`src/rtl/note_sequencer_pkg.sv`:
```
// Shared constants for the note sequencer: ASCII commands,
// note codes and the playback FSM encoding.
package note_sequencer_pkg;

  localparam logic [7:0] ASC_REST     = 8'h30;
  localparam logic [7:0] ASC_NOTE_LO  = 8'h31;
  localparam logic [7:0] ASC_NOTE_HI  = 8'h37;
  localparam logic [7:0] ASC_FLUSH_UC = 8'h58;
  localparam logic [7:0] ASC_FLUSH_LC = 8'h78;

  localparam logic [2:0] NOTE_REST = 3'd0;

  typedef enum logic [1:0] {
    ST_IDLE = 2'd0,
    ST_LOAD = 2'd1,
    ST_PLAY = 2'd2,
    ST_GAP  = 2'd3
  } state_t;

  function automatic logic is_note(input logic [7:0] b);
    return (b == ASC_REST) ||
           ((b >= ASC_NOTE_LO) && (b <= ASC_NOTE_HI));
  endfunction

  function automatic logic is_flush(input logic [7:0] b);
    return (b == ASC_FLUSH_UC) || (b == ASC_FLUSH_LC);
  endfunction

endpackage

```
`src/rtl/note_sequencer_fifo.sv`:
```
// Synchronous note-code FIFO with flush; pop reads the
// head combinationally, a push into a full FIFO needs a pop.
module note_fifo #(
  parameter int DEPTH = 8
) (
  input  logic       clk,
  input  logic       clr,
  input  logic       push,
  input  logic       pop,
  input  logic       flush,
  input  logic [2:0] din,
  output logic [2:0] dout,
  output logic [4:0] count,
  output logic       full,
  output logic       empty
);

  localparam int AW = (DEPTH > 1) ? $clog2(DEPTH) : 1;

  logic [2:0]    mem [DEPTH];
  logic [AW-1:0] wr_ptr;
  logic [AW-1:0] rd_ptr;
  logic          do_push;
  logic          do_pop;

  assign full    = (count == 5'(DEPTH));
  assign empty   = (count == 5'd0);
  assign do_pop  = pop && !empty && !flush;
  assign do_push = push && !flush && (!full || do_pop);
  assign dout    = mem[rd_ptr];

  always_ff @(posedge clk) begin
    if (do_push) mem[wr_ptr] <= din;
  end

  always_ff @(posedge clk or negedge clr) begin
    if (!clr) begin
      wr_ptr <= '0;
      rd_ptr <= '0;
      count  <= '0;
    end else if (flush) begin
      wr_ptr <= '0;
      rd_ptr <= '0;
      count  <= '0;
    end else begin
      if (do_push) wr_ptr <= wr_ptr + AW'(1);
      if (do_pop)  rd_ptr <= rd_ptr + AW'(1);
      unique case ({do_push, do_pop})
        2'b10:   count <= count + 5'd1;
        2'b01:   count <= count - 5'd1;
        default: count <= count;
      endcase
    end
  end

endmodule

```
`src/rtl/note_sequencer.sv`:
```
// Serial-byte driven note player: decodes ASCII note digits,
// queues them and plays each for a fixed time plus a gap.
import note_sequencer_pkg::*;

module note_sequencer #(
  parameter int FIFO_DEPTH = 8,
  parameter int NOTE_TICKS = 25000000,
  parameter int GAP_TICKS  = 2500000
) (
  input  logic       clk,
  input  logic       clr,
  input  logic       rx_valid,
  input  logic [7:0] rx_data,
  output logic [2:0] nota,
  output logic       note_pulse,
  output logic       busy,
  output logic [4:0] fifo_count,
  output logic       overflow
);

  localparam int MAX_T =
    (NOTE_TICKS > GAP_TICKS) ? NOTE_TICKS : GAP_TICKS;
  localparam int TW = (MAX_T > 1) ? $clog2(MAX_T) : 1;
  localparam logic [TW-1:0] NOTE_LD = TW'(NOTE_TICKS - 1);
  localparam logic [TW-1:0] GAP_LD  = TW'(GAP_TICKS - 1);
  localparam logic [TW-1:0] ONE     = TW'(1);

  state_t        state, state_n;
  logic [TW-1:0] timer, timer_n;
  logic [2:0]    code, code_n;
  logic [2:0]    nota_n;
  logic          pulse_n;
  logic          push, pop, flush;
  logic [2:0]    head;
  logic          full, empty;

  assign push  = rx_valid && is_note(rx_data);
  assign flush = rx_valid && is_flush(rx_data);
  assign busy  = (state != ST_IDLE);

  note_fifo #(.DEPTH(FIFO_DEPTH)) u_fifo (
    .clk   (clk),
    .clr   (clr),
    .push  (push),
    .pop   (pop),
    .flush (flush),
    .din   (rx_data[2:0]),
    .dout  (head),
    .count (fifo_count),
    .full  (full),
    .empty (empty)
  );

  always_comb begin
    state_n = state;
    timer_n = timer;
    code_n  = code;
    nota_n  = nota;
    pulse_n = 1'b0;
    pop     = 1'b0;
    if (flush) begin
      state_n = ST_IDLE;
      timer_n = '0;
      nota_n  = NOTE_REST;
    end else begin
      unique case (state)
        ST_IDLE: begin
          nota_n = NOTE_REST;
          if (!empty) begin
            pop     = 1'b1;
            code_n  = head;
            state_n = ST_LOAD;
          end
        end
        ST_LOAD: begin
          nota_n  = code;
          timer_n = NOTE_LD;
          pulse_n = (code != NOTE_REST);
          state_n = ST_PLAY;
        end
        ST_PLAY: begin
          if (timer == '0) begin
            nota_n  = NOTE_REST;
            timer_n = GAP_LD;
            state_n = ST_GAP;
          end else begin
            timer_n = timer - ONE;
          end
        end
        ST_GAP: begin
          // Pop one tick early so the LOAD cycle is the gap's last tick.
          if (!empty && (timer == '0 || timer == ONE)) begin
            pop     = 1'b1;
            code_n  = head;
            state_n = ST_LOAD;
          end else if (timer == '0) begin
            state_n = ST_IDLE;
          end else begin
            timer_n = timer - ONE;
          end
        end
        default: state_n = ST_IDLE;
      endcase
    end
  end

  always_ff @(posedge clk or negedge clr) begin
    if (!clr) begin
      state      <= ST_IDLE;
      timer      <= '0;
      code       <= NOTE_REST;
      nota       <= NOTE_REST;
      note_pulse <= 1'b0;
      overflow   <= 1'b0;
    end else begin
      state      <= state_n;
      timer      <= timer_n;
      code       <= code_n;
      nota       <= nota_n;
      note_pulse <= pulse_n;
      if (push && full && !pop) overflow <= 1'b1;
    end
  end

endmodule
```
`config.mk`:
```
export PLATFORM = sky130hd
export DESIGN_NAME = note_sequencer
export DESIGN_NICKNAME = d
export VERILOG_FILES = /design/src/rtl/note_sequencer_pkg.sv /design/src/rtl/note_sequencer_fifo.sv /design/src/rtl/note_sequencer.sv
export SDC_FILE = /design/constraint.sdc
export NUM_CORES = 1
export LEC_CHECK = 0
export BUFFER_PORTS_ARGS = -buffer_cell sky130_fd_sc_hd__buf_2
export CORE_ASPECT_RATIO = 0.5
export CORE_MARGIN = 1.5
export CORE_UTILIZATION = 45
export CTS_BUF_LIST = sky130_fd_sc_hd__clkbuf_16
export CTS_CLUSTER_DIAMETER = 40
export DETAILED_ROUTE_END_ITERATION = 8
export GPL_ROUTABILITY_DRIVEN = 0
export HOLD_SLACK_MARGIN = 0.03
export REMOVE_ABC_BUFFERS = 1
export SLEW_MARGIN = 20
export SYNTH_ARGS = -nofsm -noshare
export SYNTH_HDL_FRONTEND = slang
export SYNTH_SLANG_ARGS = --single-unit
```
`constraint.sdc`:
```
create_clock -name clk -period 8.7 [get_ports clk]
set_input_delay 0.435 -clock clk [delete_from_list [all_inputs] [get_ports clk]]
set_output_delay 0.435 -clock clk [all_outputs]
set_load 0.01 [all_outputs]
```
==> metrics.md, run 1 <==
| Metric | Value |
|---|---|
| Vias in the first global route | `3305` |
| Routed wire length | `9860 um` |
| Post-synthesis adder-cell area fraction | `4.46%` |
| Top post-synthesis cells by area | `dfrtp_1 28%, edfxtp_1 18%, ha_1 4.0%` |
| Vias per cell | `6.23` |
| Gr usage total | `22.5%` |
| CTS tree | `done` |
| Routed len/inst | `18.5 um` |
| Critical Path RT | `8.92 ns` |
| Most common cell in the netlist | `dfrtp_1` |
| Measured slew at the worst slew-check pin | `1.09 ns` |
| Main combinational cell family by area after synthesis | `compound AO/OA/AOI/OAI gates` |
| Clock Tree Root | `clkbuf_16` |
| #FFs+latches synth | `70` |
| Hold-fix buffer count after cts | `0` |
| TritonCTS buffer count | `9` |
| PD cells | `314 nW/um2` |
| Drt initial violations | `190` |
| Antenna viol nets, final | `0` |
| Largest net degree at the start of global routing | `47` |
| Post-synth top area share | `28.1%` |
| Layout area overhead | `11.7%` |
| Cts repair resizes | `0` |
| RSZ-0062 raised after global routing | `no` |
| Crit path kind | `register to register` |
| Worst-skew pair later-pin latency | `0.34 ns` |
| Syn_area_per_cell | `10.3 um2` |
| Initial antenna violation count | `0` |
| Crit path DAT | `3.91 ns` |
| Netlist cell types | `66` |
| Post-synth EDFFs | `24` |
| Die ar. | `9710 um2` |
| Fin crit period | `3.69 ns` |
| Mux cell area share after synthesis | `5.78%` |
| Reg clk slew, reported paths | `0.06 ns` |
| Xor/xnor cell area share of the yosys netlist | `0.428%` |
| Hold Slack | `0.110 ns` |
| Core Area | `8770 um2` |
| Fin crit share | `42.4%` |
| Register area share after synthesis | `45.7%` |
| TNS Setup | `0 ns` |
| Top FF cell, synth | `dfrtp_1` |
| Status | `finished, final reports clean` |
| Share of cells above drive strength 1 | `18.0%` |
| CTS sink cnt | `70` |
| Worst clock skew | `0.00588 ns` |
| Crit path from | `timer[8]` |
| First-pass GRT wire length | `16600 um` |
| Synth Area in Simple Gates | `19.8%` |
| Area of the multi-input gates | `2060 um2` |
| Maximum VDD drop | `0.127 mV` |
| Fmax | `271 MHz` |
| Worst setup EP type | `register` |
| DP Wirelength | `6880 um` |
| Die width | `138 um` |
| Max-cap violations | `0` |
| Final net count | `436` |
| Commonest cells post-synth | `46 x dfrtp_1, 31 x nand2_1, 26 x a21oi_1, 26 x nor2_1, 24 x edfxtp_1` |
| Relative slew slack | `26.8%` |
| P_leak | `1.74 nW` |
| Setup Buffers After CTS | `0` |
| Worst setup SP type | `register` |
| First-pass iteration count of the detailed router | `4` |
| Cells after Synth | `397` |
| Residual DRC | `0` |
| Count of warnings emitted by yosys | `0` |
| I/O Buffers | `21` |
| Grt ovf | `0` |
| Dominant cell type by area after synthesis | `dfrtp_1` |
| Fillers | `777` |
| Via count | `3319` |
| Slew Viols, Final | `0` |
| Synth Area in Compound Gates | `19.8%` |
| Synthesized area | `4090 um2` |
| Seq. cell area | `1870 um2` |
| Ys async rst share | `65.7%` |
| Core Rows | `24` |
| Hold Crit Class | `primary input to asynchronous set/reset pin` |
| Crit-path max FO | `10` |
| Final hold violations | `0` |
| IO Pins | `22` |
| CTS H-tree lvls | `3` |
| Setup violations, final | `0` |
| Clock Path Buffers | `2` |
| Reg2reg start | `timer[8]` |
| Die H | `70.4 um` |
| Initial Utilization | `46.7%` |
| Ant diodes | `0` |
==> placed cells by master, fill, tap and decap left out, types with 3 or more instances in the layout <==
| cell | netlist | routed |
|---|---|---|
| nor4_4 | 4 | 4 |
| o21ai_0 | 13 | 13 |
| nor4_1 | 3 | 3 |
| nor4_2 | 3 | 3 |
| ha_1 | 13 | 13 |
| buf_2 | 3 | 20 |
| clkbuf_16 | 0 | 9 |
| o211ai_1 | 6 | 6 |
| mux4_2 | 6 | 6 |
| dfrtp_1 | 46 | 46 |
| nand2_1 | 31 | 31 |
| a21oi_1 | 26 | 26 |
| nor2_1 | 26 | 26 |
| or3_1 | 4 | 4 |
| nand3_1 | 15 | 15 |
| and3_1 | 5 | 5 |
| nor3b_1 | 3 | 3 |
| edfxtp_1 | 24 | 24 |
| a211oi_1 | 4 | 4 |
| nand2b_1 | 3 | 3 |
| mux2_2 | 6 | 6 |
| o22a_1 | 5 | 5 |
| o31ai_1 | 8 | 8 |
| and4_1 | 3 | 3 |
| a311oi_1 | 4 | 4 |
| a31oi_1 | 15 | 15 |
| inv_1 | 21 | 22 |
| nor3_1 | 13 | 13 |
| o21ai_1 | 18 | 18 |
==> per-stage QoR <==
stage | power (mW) | worst slack [ns] | utilization [%] | instances | instance area, um2
after floorplan | 0.888 | 5.51 | - | 378 | 4010
after global placement | 1.04 | 5.16 | 48.7 | 517 | 4270
after detailed placement | 1.06 | 5.06 | 48.7 | 517 | 4270
after CTS | 1.43 | 5.07 | 52.1 | 533 | 4570
after global routing | 1.53 | 4.73 | 52.1 | 533 | 4570
final | 1.44 | 5.01 | 52.1 | 533 | 4570
==> worst max-delay path: stages (launching register included) <==
cell	delay (ns)
dfrtp_1	0.46
nor4_2	0.44
and4_1	0.44
and4_1	0.37
or2_1	0.35
nand2_1	0.15
inv_1	0.14
ha_1	0.28
nor2b_1	0.14
o21ai_0	0.16
nor2b_1	0.19
nor4_1	0.07
a31o_1	0.20
o22a_1	0.17
==> metal layers <==
layer	track usage [%]	wire, um	share of wire (%)	vias to the layer above
met2	36.8	4730	48	139
met1	28.7	4240	43	1615
met5	0	0	0	-
met3	5.88	722	7.3	17
li1	-	-	-	1548
met4	8.33	168	1.7	0
==> area by class of cell <==
type,count,share of cell area (%)
Inverter,21,1.72
Clock buffer,9,4.93
Multi-Input combinational cell,287,45.0
Timing Repair Buffer,22,2.52
Sequential cell,70,41.0
Clock inverter,7,1.64
Tap cell,117,3.20
==> power by group <==
group / internal [mW] / total (mW) / switching [mW]
Combinational: 0.235 / 0.605 / 0.370
Clock: 0.223 / 0.367 / 0.144
Sequential: 0.392 / 0.464 / 0.0726
==> registers in the layout, summed over array words and instances (netlist names) <==
name / cells
overflow: 1
u_fifo.wr_ptr: 3
u_fifo.rd_ptr: 3
timer: 25
u_fifo.count: 5
note_pulse: 1
nota: 3
code: 3
state: 2
u_fifo.mem: 24
==> final timing paths <==
| kind | endpoint | cells past startpoint | slack (ns) |
|---|---|---|---|
| worst max register to register | u_fifo.count[4] | 13 | 5.01 |
| worst min register to register | overflow | 1 | 0.47 |
| worst min-delay path | code[2] | 1 | 0.11 |
| max in group asynchronous | timer[0] | 1 | 8.18 |
| min in group clk | u_fifo.mem[6][0] | 1 | 0.38 |
| worst max-delay path | u_fifo.count[4] | 13 | 5.01 |
==> cell families (layout without fill, tap and decap cells) <==
logic type	count (synthesis)	in the layout
buffers and inverters	40	59
adder cells (fa/ha/maj)	14	14
XOR/XNOR	2	2
flip-flops	70	70
multiplexers	15	15
AND/OR/NAND/NOR	136	136
AO/OA/AOI/OAI	120	120
No activity file was read; power rests on OpenSTA's default activity.
==> run 2, diff against run 1 <==
--- a/config.mk
+++ b/config.mk
@@ -5,6 +5,7 @@
 export SDC_FILE = /design/constraint.sdc
 export NUM_CORES = 1
 export LEC_CHECK = 0
+export ABC_AREA = 1
 export BUFFER_PORTS_ARGS = -buffer_cell sky130_fd_sc_hd__buf_2
 export CORE_ASPECT_RATIO = 0.5
 export CORE_MARGIN = 1.5
==> constraint.sdc (replaced) <==
create_clock -name clk -period 3.4 [get_ports clk]
set_input_delay 0.17 -clock clk [delete_from_list [all_inputs] [get_ports clk]]
set_output_delay 0.17 -clock clk [all_outputs]
set_load 0.01 [all_outputs]
==> metrics.md, run 2 <==
| Metric | Value |
|---|---|
| Residual DRC | `0` |
| Core Rows | `24` |
| Max reg flops | `25` |
| RSZ-0062 raised after global routing | `no` |
| Hold Crit Class | `primary input to register` |
| Design Power | `4.16 mW` |
| Share of cells above drive strength 1 | `15.4%` |
| Post-synth EDFFs | `24` |
| DP Wirelength | `6210 um` |
| Maximum VDD drop | `0.474 mV` |
| TNS Setup | `0 ns` |
| Reg2Reg Setup Slack | `0.66 ns` |
| Gr usage total | `20.7%` |
| Fin util | `52.4%` |
| Routed len/inst | `13.8 um` |
| Slowest cell on the critical path | `dfrtp_1` |
| Grt ovf | `0` |
| Top FF cell, synth | `dfrtp_1` |
| Worst-skew pair later-pin latency | `0.34 ns` |
| Measured slew at the worst slew-check pin | `0.699 ns` |
| Top post-synthesis cells by area | `dfrtp_1 29%, edfxtp_1 18%, nand2_1 8.5%` |
| Cells along the critical path | `inv_1, ha_1, nor2_1, nor2_1, nand2_1, nor2_1, nand4_2, nand2_2, nand3_1, inv_1, ha_1, inv_1, nor2_1, o21ai_0, nand2_1, nand2_1, nand2_1, inv_1, nand4_1, nand2_1, nor2_1, nand2_1, nand2_1` |
| Netlist cell types | `38` |
| Most common cell in the netlist | `nand2_1` |
| #FFs+latches synth | `70` |
| Reg clk slew, reported paths | `0.06 ns` |
| Met2 Wirelength | `4130 um` |
| Synthesized area | `4010 um2` |
| Clock Path Buffers | `2` |
| Status | `finished, final reports clean` |
| Final hold violations | `0` |
| Cells after Synth | `480` |
| Met1 Wirelength | `4240 um` |
| Worst clock skew | `0.00685 ns` |
| Vias per cell | `5.16` |
| Die ar. | `9520 um2` |
| First-pass iteration count of the detailed router | `4` |
| Drt initial violations | `151` |
| Crit-path max FO | `5` |
| Hold-fix buffer count after cts | `1` |
| Pre-CTS setup slack | `0.662 ns` |
| Metal3 WL | `290 um` |
| P_leak | `2.05 nW` |
| Top Family by Delay on Critical Path | `simple AND/OR/NAND/NOR gates` |
| First-pass GRT wire length | `15000 um` |
| Max-cap violations | `0` |
| Initial Utilization | `46.2%` |
| Ant diodes | `0` |
| Slew Viols, Final | `0` |
| Critical Path RT | `3.63 ns` |
| Fillers | `801` |
| Routed wire length | `8730 um` |
| Post-synth top area share | `28.7%` |
| Biggest regs | `timer: 25 flops, u_fifo.mem: 24 flops, u_fifo.count: 5 flops` |
| Core Area | `8680 um2` |
| Critical Path Max Stage Delay | `0.37 ns` |
| CTS sink cnt | `70` |
| Register area share after synthesis | `46.7%` |
| Via count | `3259` |
| Crit path DAT | `2.97 ns` |
| Setup violations, final | `0` |
| PD cells | `915 nW/um2` |
| Most common cell after layout, fill and taps aside | `nand2_1` |
| Worst setup EP type | `register` |
| Fmax | `365 MHz` |
| IO Pins | `22` |
| Dominant cell type by area after synthesis | `dfrtp_1` |
| Layout area overhead | `13.4%` |
| Clock Tree Root | `clkbuf_16` |
| CTS tree | `done` |
| Worst setup SP type | `register` |
| I/O Buffers | `21` |
| Final net count | `534` |
| Crit path kind | `register to register` |
| Setup Buffers After CTS | `0` |
| Crit path top cell by count | `nand2_1` |
| Vias in the first global route | `3188` |
| CTS H-tree lvls | `3` |
| Fin crit share | `80.5%` |
| Final setup margin | `0.662 ns` |
| TritonCTS buffer count | `9` |
| Hold Slack | `0.140 ns` |
| Fin crit period | `2.74 ns` |
| Reg with most FFs | `timer` |
| Commonest cells post-synth | `91 x nand2_1, 59 x nor2_1, 48 x inv_1` |
| Crit path buffers/inverters | `4` |
| Initial antenna violation count | `0` |
| Count of warnings emitted by yosys | `0` |
| Max Used Layer | `met4` |
| Die width | `136 um` |
| Die H | `69.7 um` |
| Most frequent cells in the layout | `91 x nand2_1, 59 x nor2_1, 48 x inv_1, 46 x o21ai_0, 46 x dfrtp_1` |
| Largest net degree at the start of global routing | `31` |
| Syn_area_per_cell | `8.35 um2` |
| Cts repair resizes | `0` |
| Relative slew slack | `53.2%` |
| Antenna viol nets, final | `0` |
| Ys async rst share | `65.7%` |
## run 2: through the flow
stage / instance area (um2) / std cells
detailed placement: 4240 / 614
floorplan: 3970 / 474
global route: 4550 / 631
finish: 4550 / 631
CTS: 4550 / 631
global placement: 4240 / 614
## run 2: path summary, 6_finish.rpt
check | start | endpoint | depth (start not counted)
max | timer[0] | u_fifo.count[4] | 23
min | rx_data[0] | u_fifo.mem[3][0] | 1
max reg2reg | timer[0] | u_fifo.count[4] | 23
min reg2reg | overflow | overflow | 1
max in group asynchronous | clr | timer[6] | 3
min in group asynchronous | clr | timer[14] | 2
## run 2: per-layer routing
metal  vias to the layer above  GRT usage [%]
li1                       1663              -
met1                      1534           27.8
met2                        53           32.6
met3                         9           6.58
met4                         0           4.96
met5                         -              0
## run 2: power by group
part / switching [mW] / internal [mW]
Clock: 0.368 / 0.569
Sequential: 0.206 / 1.11
Combinational: 1.27 / 0.642
Total: 1.84 / 2.32
## run 2: final cells by class
| cell class | instances | area, um2 | area share [%] |
|---|---|---|---|
| multi-input combinational | 348 | 1890 | 41.5 |
| sequential | 70 | 1870 | 41.2 |
| tap | 117 | 146 | 3.22 |
| clock inverter | 7 | 73.8 | 1.62 |
| timing repair buffer | 24 | 130 | 2.86 |
| clock buffer | 9 | 225 | 4.95 |
| inverter | 56 | 211 | 4.65 |
## run 2: kinds of logic after synthesis
group	synth area share (%)
AOI/OAI and AO/OA	12.3
xor gates and xnor gates	2.84
adders and majority gates	4.56
buffers and inverters	6.21
DFF	46.7
and+or+nand+nor	27.4
